## config.mk

```make
export PLATFORM = sky130hd
export DESIGN_NAME = bus_transfer_sequencer_flat
export DESIGN_NICKNAME = d
export VERILOG_FILES = /design/src/rtl/bus_transfer_sequencer_if.sv /design/src/rtl/bus_transfer_sequencer.sv /design/src/flat_wrapper.sv
export SDC_FILE = /design/constraint.sdc
export NUM_CORES = 1
export LEC_CHECK = 0
export ABC_AREA = 1
export BUFFER_PORTS_ARGS = -buffer_cell sky130_fd_sc_hd__clkbuf_2
export CORE_UTILIZATION = 38
export CTS_CLUSTER_SIZE = 30
export DETAILED_ROUTE_END_ITERATION = 8
export GPL_TIMING_DRIVEN = 0
export SYNTH_ARGS = -nofsm -noshare
export SYNTH_HDL_FRONTEND = slang
export SYNTH_SLANG_ARGS = --single-unit
```

## constraint.sdc

```tcl
create_clock -name Clock -period 2 [get_ports Clock]
set_input_delay 0.1 -clock Clock [delete_from_list [all_inputs] [get_ports Clock]]
set_output_delay 0.1 -clock Clock [all_outputs]
set_load 0.005 [all_outputs]
```

## src/rtl/bus_transfer_sequencer_if.sv

```systemverilog
// bus_transfer_sequencer_if: request and bus-strobe bundle between the requester and the sequencer.
//   req_valid/req_ready/req_src/req_dst : transfer request handshake
//   Rout / Rin                          : one-hot bus-drive and capture strobes
//   xfer_done / xfer_err                : CAPTURE / ERR cycle flags
//   pending / busy                      : queue occupancy and activity status
interface bus_transfer_sequencer_if #(
    parameter int DEPTH = 4,
    parameter int NSRC  = 24
);
    logic                   req_valid;
    logic                   req_ready;
    logic [4:0]             req_src;
    logic [4:0]             req_dst;
    logic [NSRC-1:0]        Rout;
    logic [NSRC-1:0]        Rin;
    logic                   xfer_done;
    logic                   xfer_err;
    logic [$clog2(DEPTH):0] pending;
    logic                   busy;

    modport slave (
        input  req_valid, req_src, req_dst,
        output req_ready, Rout, Rin, xfer_done, xfer_err, pending, busy
    );

    modport master (
        output req_valid, req_src, req_dst,
        input  req_ready, Rout, Rin, xfer_done, xfer_err, pending, busy
    );
endinterface

```

## src/rtl/bus_transfer_sequencer.sv

```systemverilog
// bus_transfer_sequencer: queues {src,dst} register-transfer requests and sequences bus drive/capture strobes.
//   Clock : rising-edge clock
//   clr   : asynchronous active-low reset, flushes the queue and aborts any transfer
//   bus   : slave side of bus_transfer_sequencer_if (request handshake in, strobes and status out)
module bus_transfer_sequencer #(
    parameter int DEPTH = 4,
    parameter int NSRC  = 24
) (
    input  logic                     Clock,
    input  logic                     clr,
    bus_transfer_sequencer_if.slave  bus
);
    localparam int AW = $clog2(DEPTH);
    localparam int PW = AW + 1;

    typedef enum logic [1:0] {IDLE, DRIVE, CAPTURE, ERR} state_t;
    typedef struct packed {
        logic [4:0] src;
        logic [4:0] dst;
    } xfer_t;

    state_t         state_q, state_d;
    xfer_t          cur_q, cur_d;
    xfer_t          mem_q [DEPTH];
    xfer_t          head;
    logic [AW-1:0]  wr_q, rd_q;
    logic [PW-1:0]  count_q, count_d;
    logic           push, pop, head_bad;

    // Readiness comes from the registered count only, so a pop in the same
    // cycle never lets a full queue take another entry.
    assign bus.req_ready = count_q < PW'(DEPTH);
    assign push          = bus.req_valid && bus.req_ready;
    // Every state except DRIVE may launch the next queued transfer, which
    // gives back-to-back transfers with no idle gap.
    assign pop           = state_q != DRIVE && count_q != '0;
    assign head          = mem_q[rd_q];
    assign head_bad      = 32'(head.src) >= NSRC || 32'(head.dst) >= NSRC || head.src == head.dst;

    always_comb begin
        state_d = state_q;
        cur_d   = cur_q;
        count_d = count_q + PW'(push) - PW'(pop);
        if (state_q == DRIVE) begin
            state_d = CAPTURE;
        end else if (pop) begin
            state_d = head_bad ? ERR : DRIVE;
            cur_d   = head;
        end else begin
            state_d = IDLE;
        end
    end

    always_ff @(posedge Clock or negedge clr) begin
        if (!clr) begin
            state_q <= IDLE;
            cur_q   <= '0;
            wr_q    <= '0;
            rd_q    <= '0;
            count_q <= '0;
        end else begin
            state_q <= state_d;
            cur_q   <= cur_d;
            count_q <= count_d;
            if (push) wr_q <= wr_q + 1'b1;
            if (pop)  rd_q <= rd_q + 1'b1;
        end
    end

    // Storage needs no reset: an entry is only read once count_q covers it.
    always_ff @(posedge Clock) begin
        if (push) mem_q[wr_q] <= {bus.req_src, bus.req_dst};
    end

    // Strobes decode from registered state only; src/dst are range-checked
    // before DRIVE/CAPTURE, so each shift sets exactly one bit.
    assign bus.Rout      = (state_q == DRIVE || state_q == CAPTURE) ? NSRC'(1) << cur_q.src : '0;
    assign bus.Rin       = (state_q == CAPTURE) ? NSRC'(1) << cur_q.dst : '0;
    assign bus.xfer_done = state_q == CAPTURE;
    assign bus.xfer_err  = state_q == ERR;
    assign bus.pending   = count_q;
    assign bus.busy      = state_q != IDLE || count_q != '0;
endmodule

```

## src/flat_wrapper.sv

```systemverilog
// flat-port wrapper written by rule: the top's interface ports become plain ports
module bus_transfer_sequencer_flat 
#(
    parameter int DEPTH = 4,
    parameter int NSRC  = 24
)
  (Clock, clr, bus_req_valid, bus_req_src, bus_req_dst, bus_req_ready, bus_Rout, bus_Rin, bus_xfer_done, bus_xfer_err, bus_pending, bus_busy);
  bus_transfer_sequencer_if #(.DEPTH(DEPTH), .NSRC(NSRC)) bus_i ();
  input  logic Clock;
  input  logic clr;
  input wire logic [$bits(bus_i.req_valid)-1:0] bus_req_valid;
  input wire logic [$bits(bus_i.req_src)-1:0] bus_req_src;
  input wire logic [$bits(bus_i.req_dst)-1:0] bus_req_dst;
  output wire logic [$bits(bus_i.req_ready)-1:0] bus_req_ready;
  output wire logic [$bits(bus_i.Rout)-1:0] bus_Rout;
  output wire logic [$bits(bus_i.Rin)-1:0] bus_Rin;
  output wire logic [$bits(bus_i.xfer_done)-1:0] bus_xfer_done;
  output wire logic [$bits(bus_i.xfer_err)-1:0] bus_xfer_err;
  output wire logic [$bits(bus_i.pending)-1:0] bus_pending;
  output wire logic [$bits(bus_i.busy)-1:0] bus_busy;
  assign bus_i.req_valid = bus_req_valid;
  assign bus_i.req_src = bus_req_src;
  assign bus_i.req_dst = bus_req_dst;
  assign bus_req_ready = bus_i.req_ready;
  assign bus_Rout = bus_i.Rout;
  assign bus_Rin = bus_i.Rin;
  assign bus_xfer_done = bus_i.xfer_done;
  assign bus_xfer_err = bus_i.xfer_err;
  assign bus_pending = bus_i.pending;
  assign bus_busy = bus_i.busy;
  bus_transfer_sequencer #(.DEPTH(DEPTH), .NSRC(NSRC)) u_core (.Clock(Clock), .clr(clr), .bus(bus_i));
endmodule
```

==> out/metrics.yaml <==
status: "finished, violations left"
violations: "DRC"
setup.worst_path.class: "reg -> reg"
synth.avg_cell_area_sq_um: 8.93
crit_required_ps: 1950
synth_cells: 337
htreeDepth: 3
finalSetupViolations: 0
antenna_found_initial: 0
grt_usage_pct: 16.7
worstHoldStart: "bus_req_valid"
tightestPinTransition_ps: 1030
hp-class: "in -> reg"
initialDrtViolationCount: 130
crit_path_max_fanout: 10
initial_core_util_pct: 39.1
fin_setup_tns_ps: 0
die_y_um: 91.0
finalClockSkew_ps: 7.84
regToRegEndpoint: "u_core.mem_q[0][0]"
final_common_cell: "nand2_1"
grt_max_degree: 20
fin_ws_ps: 35.8
grt_setup_unrepaired: "true"
netlist.top_cell.by_area: "edfxtp_1"
avgViaCountPerCell: 4.69
netlist_top_cells_area: "edfxtp_1 (40%), dfrtp_1 (16%), nand2_1 (13%)"
grt_pass1_wl_um: 10600
slew_viol_final: 0
hold_violations: 0
nNetsFinal: 456
clockBufferDepth: 2
hold_depth: 3
drc: 1
vias: 2530
min_to: "u_core.wr_q[0]"
drv_cap: 0
final_layout_size_suffix_gt1_share_pct: 29.7
die_area_sq_um: 8280
synth_fp_nets: 361
yosysTopAreaCellShare_pct: 39.9
power_density_nw_per_um2: 1470
dp_hpwl_um: 4510
cts_buffers: 9
post_drt_wl_per_cell_um: 11.8
worstPathArrival_ps: 1920
clock_sinks: 59
r2r_cells: 4
period_share_pct: 98.2
cts_tree: "yes"
ant_nets: 0
start_kind: "flop"
place_worst_setup_slack_ps: -141
yosysSeqAreaShare_pct: 55.7
cts-root-buf: "clkbuf_8"
ys_warn_count: 0
drt_pass1_iterations: 6
ioPinCount: 68
path_clk_slew_ps: 70
core-area_sq_um: 7690
place_congestion: 0.766
rows: 32
antennaDiodeCount: 0
cp-end-kind: "flop"
p_leak_nw: 1.79
grt.overflow.total: 0
reg2reg_slack_ps: 40
layout_common_cells: "nand2_1 (103), clkbuf_2 (67), edfxtp_1 (40)"
ys_seq_elements: 59
mappedNetlistArea_sq_um: 3010
max_freq_mhz: 509
die-width_um: 91.0
ir_drop_v: 0.000558
grt_pass1_vias: 2292
worstReg2RegStart: "u_core.bus.pending[2]"
ys_types: 20
synthToLayoutAreaGrowth_pct: 33.7
min_period_ps: 1960
clock_latency_ps: 330
slew_headroom_pct: 31.0
drt-total-wl_um: 6380
io_buffers: 67
-- metal layers --
layer  track usage, %  up-vias  share of wire (%)
met1             21.4     1122                 46
li1                 -     1311                  -
met5                0        -                  0
met3             4.10       13                5.5
met4             7.80        0                2.5
met2             26.6       84                 46
-- synth_stat cells (all sizes together) --
library cell / number
buf: 13
a21oi: 1
o21ai: 11
nor3: 1
nand2: 105
edfxtp: 40
nor4: 16
dfrtp: 19
inv: 29
nand3: 23
fa: 1
ha: 10
clkinv: 7
xor2: 4
xnor2: 1
nand4: 16
nor2: 40
-- worst max-delay path: stages (launching register included) --
cell     delay (ps)
dfrtp_2         430
buf_4           140
inv_1            60
nand2_1         130
nor2_1          810
-- flip-flops by register name (all words and copies together) (netlist names) --
name	cells
u_core.rd_q	2
u_core.bus.pending	3
u_core.mem_q	40
u_core.state_q	2
u_core.wr_q	2
u_core.cur_q	10
-- where the power goes --
part	internal (mW)	switching [mW]	leakage, nW	total [mW]
Combinational	1.00	1.91	1.10	2.91
Sequential	1.65	0.202	0.589	1.85
Clock	0.691	0.460	0.101	1.15
-- kinds of logic (layout without fill, tap and decap cells) --
family / after synthesis / count (layout) / share of synthesized area (%)
AND/OR/NAND/NOR: 201 / 201 / 28.7
flip-flops: 59 / 59 / 55.7
buffers and inverters: 49 / 149 / 7.24
AO/OA/AOI/OAI: 12 / 12 / 2.00
adder cells (fa/ha/maj): 11 / 11 / 4.83
XOR/XNOR: 5 / 5 / 1.46
-- per-stage QoR --
step / hold WS [ps] / instances / total power, mW / area (sq um) / utilization [%]
2_1_floorplan: -196 / 337 / 3.75 / 3020 / -
3_3_place_gp: 68.2 / 506 / 4.39 / 3490 / 45.4
3_5_place_dp: 70.3 / 506 / 4.46 / 3490 / 45.4
4_1_cts: 146 / 538 / 5.76 / 3870 / 50.3
5_1_grt: 184 / 539 / 6.52 / 4020 / 52.3
6_report: 147 / 539 / 5.91 / 4020 / 52.3
-- worst max-delay path by stage --
| stage | slack [ps] | from | end | depth (start not counted) |
|---|---|---|---|---|
| floorplan | 30 | u_core.bus.pending[1] | u_core.bus.pending[2] | 8 |
| global placement | -110 | u_core.state_q[1] | u_core.bus.pending[1] | 8 |
| detailed placement | -140 | u_core.bus.pending[1] | u_core.bus.pending[2] | 8 |
| CTS | -7 | u_core.state_q[0] | bus_Rout[9] | 7 |
| global route | -130 | u_core.bus.pending[2] | u_core.mem_q[1][0] | 4 |
| finish | 40 | u_core.bus.pending[2] | u_core.mem_q[0][0] | 4 |
-- repair_timing --
action	in CTS	in global routing
pin swaps	2	4
hold buffers	11	0
endpoints found under the setup margin	2	57
resized for setup	5	26
buffers inserted	5	2
endpoints found under the hold margin	59	0
-- area by class of cell --
| type | instances | area (sq um) |
|---|---|---|
| Fill cell | 748 | 3670 |
| Sequential cell | 59 | 1680 |
| Multi-Input combinational cell | 229 | 1300 |
| Timing Repair Buffer | 85 | 498 |
| Inverter | 36 | 135 |
| Clock buffer | 10 | 128 |
| Tap cell | 102 | 128 |
| Clock inverter | 6 | 80.1 |
| Buffer | 12 | 77.6 |
Power figures use the tool's default switching activity.
